--- src/rtl/pipeline_ctrl_pkg.sv ---
// Shared FSM state encoding and helpers for the pipeline controller.
package pipeline_ctrl_pkg;

    localparam int NB_STATE = 2;

    typedef enum logic [NB_STATE-1:0] {
        IDLE   = 2'd0,
        RUN    = 2'd1,
        DRAIN  = 2'd2,
        HALTED = 2'd3
    } state_e;

    // Drain counter needs at least one bit even for a single-cycle drain.
    function automatic int drain_width(input int cycles);
        return (cycles > 1) ? $clog2(cycles) : 1;
    endfunction

endpackage

--- src/rtl/pipeline_ctrl_sat_counter.sv ---
// Saturating up-counter: increments on i_inc, sticks at all-ones, sync active-high reset.
module sat_counter
    import pipeline_ctrl_pkg::*;
#(
    parameter int NB = 32
) (
    input  logic          i_clock,
    input  logic          i_reset,
    input  logic          i_inc,
    output logic [NB-1:0] o_count
);

    logic [NB-1:0] count_q;
    logic [NB-1:0] count_d;

    always_comb begin
        count_d = count_q;
        if (i_inc && (count_q != {NB{1'b1}})) begin
            count_d = count_q + NB'(1);
        end
    end

    always_ff @(posedge i_clock) begin
        if (i_reset) begin
            count_q <= '0;
        end else begin
            count_q <= count_d;
        end
    end

    assign o_count = count_q;

endmodule

--- src/rtl/pipeline_ctrl.sv ---
// Pipeline write-enable / HALT sequencing controller for the 5-stage MIPS core.
// Optional perf counters (stall, flush) are built when PIPELINE_CTRL_PERF_EN is defined.
module pipeline_ctrl
    import pipeline_ctrl_pkg::*;
#(
    parameter int NB_COUNTER        = 32,
    parameter int HALT_DRAIN_CYCLES = 4
) (
    input  logic                  i_clock,
    input  logic                  i_reset,
    input  logic                  i_enable,
    input  logic                  i_risk_detected,
    input  logic                  i_if_flush,
    input  logic                  i_halt_id,
    output logic                  o_pc_write,
    output logic                  o_if_id_write,
    output logic                  o_if_id_flush,
    output logic                  o_id_ex_bubble,
    output logic                  o_pipe_enable,
    output logic                  o_halted,
    output logic [NB_STATE-1:0]   o_state,
    output logic [NB_COUNTER-1:0] o_cycle_count
`ifdef PIPELINE_CTRL_PERF_EN
    ,
    output logic [NB_COUNTER-1:0] o_stall_count,
    output logic [NB_COUNTER-1:0] o_flush_count
`endif
);

    localparam int                NB_DRAIN   = drain_width(HALT_DRAIN_CYCLES);
    localparam logic [NB_DRAIN-1:0] DRAIN_INIT = NB_DRAIN'(HALT_DRAIN_CYCLES - 1);

    state_e              state_q, state_d;
    logic [NB_DRAIN-1:0] drain_q, drain_d;
    logic                active;

    always_ff @(posedge i_clock) begin
        if (i_reset) begin
            state_q <= IDLE;
            drain_q <= '0;
        end else begin
            state_q <= state_d;
            drain_q <= drain_d;
        end
    end

    // Inactive cycles in RUN/DRAIN leave every enable low so the whole pipe freezes.
    always_comb begin
        state_d        = state_q;
        drain_d        = drain_q;
        o_pc_write     = 1'b0;
        o_if_id_write  = 1'b0;
        o_if_id_flush  = 1'b0;
        o_id_ex_bubble = 1'b0;
        o_pipe_enable  = 1'b0;
        active         = i_enable && ((state_q == RUN) || (state_q == DRAIN));

        case (state_q)
            IDLE: begin
                if (i_enable) begin
                    state_d = RUN;
                end
            end
            RUN: begin
                if (i_enable) begin
                    o_pipe_enable = 1'b1;
                    if (i_risk_detected) begin
                        o_id_ex_bubble = 1'b1;
                    end else if (i_halt_id) begin
                        o_if_id_write = 1'b1;
                        o_if_id_flush = 1'b1;
                        drain_d       = DRAIN_INIT;
                        state_d       = DRAIN;
                    end else begin
                        o_pc_write    = 1'b1;
                        o_if_id_write = 1'b1;
                        o_if_id_flush = i_if_flush;
                    end
                end
            end
            DRAIN: begin
                // Fetch is stopped; NOPs are fed into IF/ID while older instructions retire.
                if (i_enable) begin
                    o_if_id_write = 1'b1;
                    o_if_id_flush = 1'b1;
                    o_pipe_enable = 1'b1;
                    if (drain_q == '0) begin
                        state_d = HALTED;
                    end else begin
                        drain_d = drain_q - NB_DRAIN'(1);
                    end
                end
            end
            HALTED: begin
            end
            default: begin
                state_d = IDLE;
            end
        endcase
    end

    assign o_halted = (state_q == HALTED);
    assign o_state  = state_q;

    sat_counter #(.NB(NB_COUNTER)) u_cycle_cnt (
        .i_clock (i_clock),
        .i_reset (i_reset),
        .i_inc   (active),
        .o_count (o_cycle_count)
    );

`ifdef PIPELINE_CTRL_PERF_EN
    logic stall_inc;
    logic flush_inc;

    assign stall_inc = active && (state_q == RUN) && i_risk_detected;
    assign flush_inc = active && (state_q == RUN) && i_if_flush && !i_risk_detected && !i_halt_id;

    sat_counter #(.NB(NB_COUNTER)) u_stall_cnt (
        .i_clock (i_clock),
        .i_reset (i_reset),
        .i_inc   (stall_inc),
        .o_count (o_stall_count)
    );

    sat_counter #(.NB(NB_COUNTER)) u_flush_cnt (
        .i_clock (i_clock),
        .i_reset (i_reset),
        .i_inc   (flush_inc),
        .o_count (o_flush_count)
    );
`endif

endmodule

--- config.mk ---
export PLATFORM = sky130hd
export DESIGN_NAME = pipeline_ctrl
export DESIGN_NICKNAME = d
export VERILOG_FILES = /design/src/rtl/pipeline_ctrl_pkg.sv /design/src/rtl/pipeline_ctrl_sat_counter.sv /design/src/rtl/pipeline_ctrl.sv
export SDC_FILE = /design/constraint.sdc
export NUM_CORES = 1
export LEC_CHECK = 0
export ABC_AREA = 1
export CORE_MARGIN = 2
export CORE_UTILIZATION = 55
export CTS_CLUSTER_SIZE = 20
export DETAILED_ROUTE_END_ITERATION = 12
export GPL_TIMING_DRIVEN = 0
export PLACE_DENSITY = 0.92
export REMOVE_ABC_BUFFERS = 1
export SLEW_MARGIN = 5
export SYNTH_ARGS = -nofsm -noshare
export SYNTH_HDL_FRONTEND = slang
export SYNTH_SLANG_ARGS = --single-unit
--- constraint.sdc ---
create_clock -name i_clock -period 5.53 [get_ports i_clock]
set_clock_uncertainty 0.15 [all_clocks]
set_input_delay 1.106 -clock i_clock [delete_from_list [all_inputs] [get_ports i_clock]]
set_output_delay 1.106 -clock i_clock [all_outputs]
set_load 0.01 [all_outputs]
==> impl_metrics.tcl <==
set metrics [dict create \
    status "finished clean" \
    critPathArrivalTime_ps 2670 \
    clkTransAtPathRegs_ps 70 \
    worst_setup_path_end_kind "output port" \
    totalWireLength_mm 5.53 \
    final_cells 450 \
    clock_sinks 36 \
    clk_latency_ps 300 \
    dieArea_um2 4680 \
    synth_compound_area_frac 0.0921 \
    place_inst 442 \
    cts_setup_buffers 0 \
    crit_path_max_incr_delay_ps 610 \
    track_usage 0.259 \
    cp-startpoint "i_enable" \
    num_io_pins 46 \
    r2r_start "o_state[0]" \
    gp_congestion 0.891 \
    muxShareOfSynthArea 0 \
    setup_violations 0 \
    synth_area_leaders "dfxtp_1 32%, nand2_1 13%, nor2_1 11%" \
    drc 0 \
    core_area_um2 4000 \
    path_common_cell "clkdlybuf4s50_1" \
    use_met3 0.0395 \
    grt_pass1_vias 2213 \
    drv_slew 0 \
    cts_resized 0 \
    synthSimpleGateAreaFrac 0.462 \
    met1_usage 0.296 \
    synth_xor_xnor_area_share 0 \
    drtPass1Iterations 5 \
    min_period_over_period 0.711 \
    drtIter0Drc 234 \
    cts_tree "yes" \
    period_needed_ps 3930 \
    tightest_slew_ps 987 \
    cts_max_path_buffers 2 \
    crit_path_cell_trace "clkdlybuf4s50_1, nand2_1, inv_1, clkdlybuf4s50_1" \
    rsz0062_at_grt "false" \
    crit_type "in -> out" \
    grt_pass1_wl_mm 9.22 \
    final_cell_mix "81 x nand2_1, 69 x nor2_1, 45 x clkdlybuf4s50_1" \
    fmax_ghz 0.254 \
    ys_warn_count 0 \
    stdcell_area_um2 2820 \
    synth_edf_count 0 \
    synth_top_family_by_area "simple AND/OR/NAND/NOR gates" \
    regArea_um2 721 \
    area_growth_pct 23.5 \
    p_per_area_nw_per_um2 231 \
    yosys.area_share.adder 0.0329 \
    synthesis.area_um2 2280 \
    drive_above_1_share 0.0750 \
    min_from "drain_q[0]" \
    diodes 0 \
    hpwlAfterDp_mm 4.10 \
    avgRoutedWirePerCell_um 12.3 \
    fp-row-count 23 \
    synth_top_area_frac 0.316 \
    cts-hold-fix-buffers 0 \
    synth.ff_latch_count 36 \
    critPathMaxFanout 11 \
    fill_cells 353 \
    final_common_cell "nand2_1" \
    synth_top_cell_by_area "dfxtp_1" \
    power_leakage_nw 1.13 \
    grt_max_degree 43 \
    fin_tns_setup_ps 0 \
    ys_types 30 \
    routed-via-count 2417 \
    async_reset_ff_frac 0 \
    vias_per_cell 5.37 \
    post-route-util 0.704 \
    hp-class "reg -> reg" \
    die_width_um 68.4 \
    portBuffers 45 \
    ant_nets 0 \
    hold_viol_final 0 \
    cts-htree-levels 2 \
    start_kind "input port" \
    worst_ep_required_time_ps 4270 \
    postSynthAreaPerCell_um2 6.41 \
    vdd_drop_max_uv 236 \
    grt_remaining_overflow 0 \
    busiest_layer "met2" \
    nets 411 \
    cts_made_buffers 5 \
    antenna_found_initial 0 \
    slowest_stage "clkdlybuf4s50_1" \
    drv_cap 0 \
    initial_core_util 0.571 \
    slew_headroom 0.341 \
    ys_seq_area_frac 0.316 \
    synth_ff_type "dfxtp_1" \
    synthCells 356 \
    place_area_um2 2730 \
    multi_input_area_um2 1340 \
    fp.dieH_um 68.4 \
    gr-usage-met2 0.466 \
    r2r_slack_ps 3130 \
    root_buffer "clkbuf_8" \
]
-- worst max-delay path: cells and delay by family --
family                 cells  cell delay (ps)
buffers and inverters      3             1430
AND/OR/NAND/NOR            1              140
-- per-stage QoR --
step | setup slack (ps) | power, mW | hold WS, ps
final | 1600 | 0.651 | 325
after global routing | 1490 | 0.689 | 351
after CTS | 1610 | 0.653 | 326
after detailed placement | 1620 | 0.458 | 314
after global placement | 1610 | 0.451 | 302
after floorplan | 2600 | 0.396 | 286
-- report_power, final --
group / switching (mW) / total, mW / internal, mW
clock: 0.0965 / 0.198 / 0.102
combinational: 0.0909 / 0.162 / 0.0710
sequential: 0.0146 / 0.291 / 0.277
-- cell usage after synthesis (5+ instances only) --
library cell and n:
a21oi_1 25, dfxtp_1 36, ha_1 6, inv_1 40
nand2_1 81, nand2_2 5, nand3_1 34, nand4_1 10
nor2_1 69, nor3_1 6, o21ai_0 7
-- worst paths after layout --
| path | endpoint | depth (start not counted) |
|---|---|---|
| setup / recovery | o_pipe_enable | 4 |
| hold / removal | drain_q[0] | 1 |
| setup reg to reg | u_cycle_cnt.o_count[22] | 10 |
| hold reg to reg | drain_q[0] | 1 |
-- cell type report --
type | instances | share of cell area
Tap cell | 50 | 0.0222
Clock buffer | 8 | 0.0320
Multi-Input combinational cell | 270 | 0.476
Timing Repair Buffer | 45 | 0.160
Sequential cell | 36 | 0.256
Inverter | 41 | 0.0546
-- cell families (layout without fill, tap and decap cells) --
logic type | after synthesis | count (layout)
simple gates | 225 | 225
fa+ha+maj | 6 | 6
buf+inv | 50 | 94
flops | 36 | 36
compound gates | 39 | 39
-- per-layer routing --
metal	share of wire	up-vias	wire length (um)
li1	-	1227	-
met2	0.50	76	2760
met4	0.015	0	85
met1	0.42	1104	2340
met3	0.061	10	339
met5	0	-	0
-- registers in the layout, indices dropped and copies added, names as in the netlist --
signal               flops
drain_q                  2
o_state                  2
u_cycle_cnt.o_count     32
(Power assumes the default switching activity.)
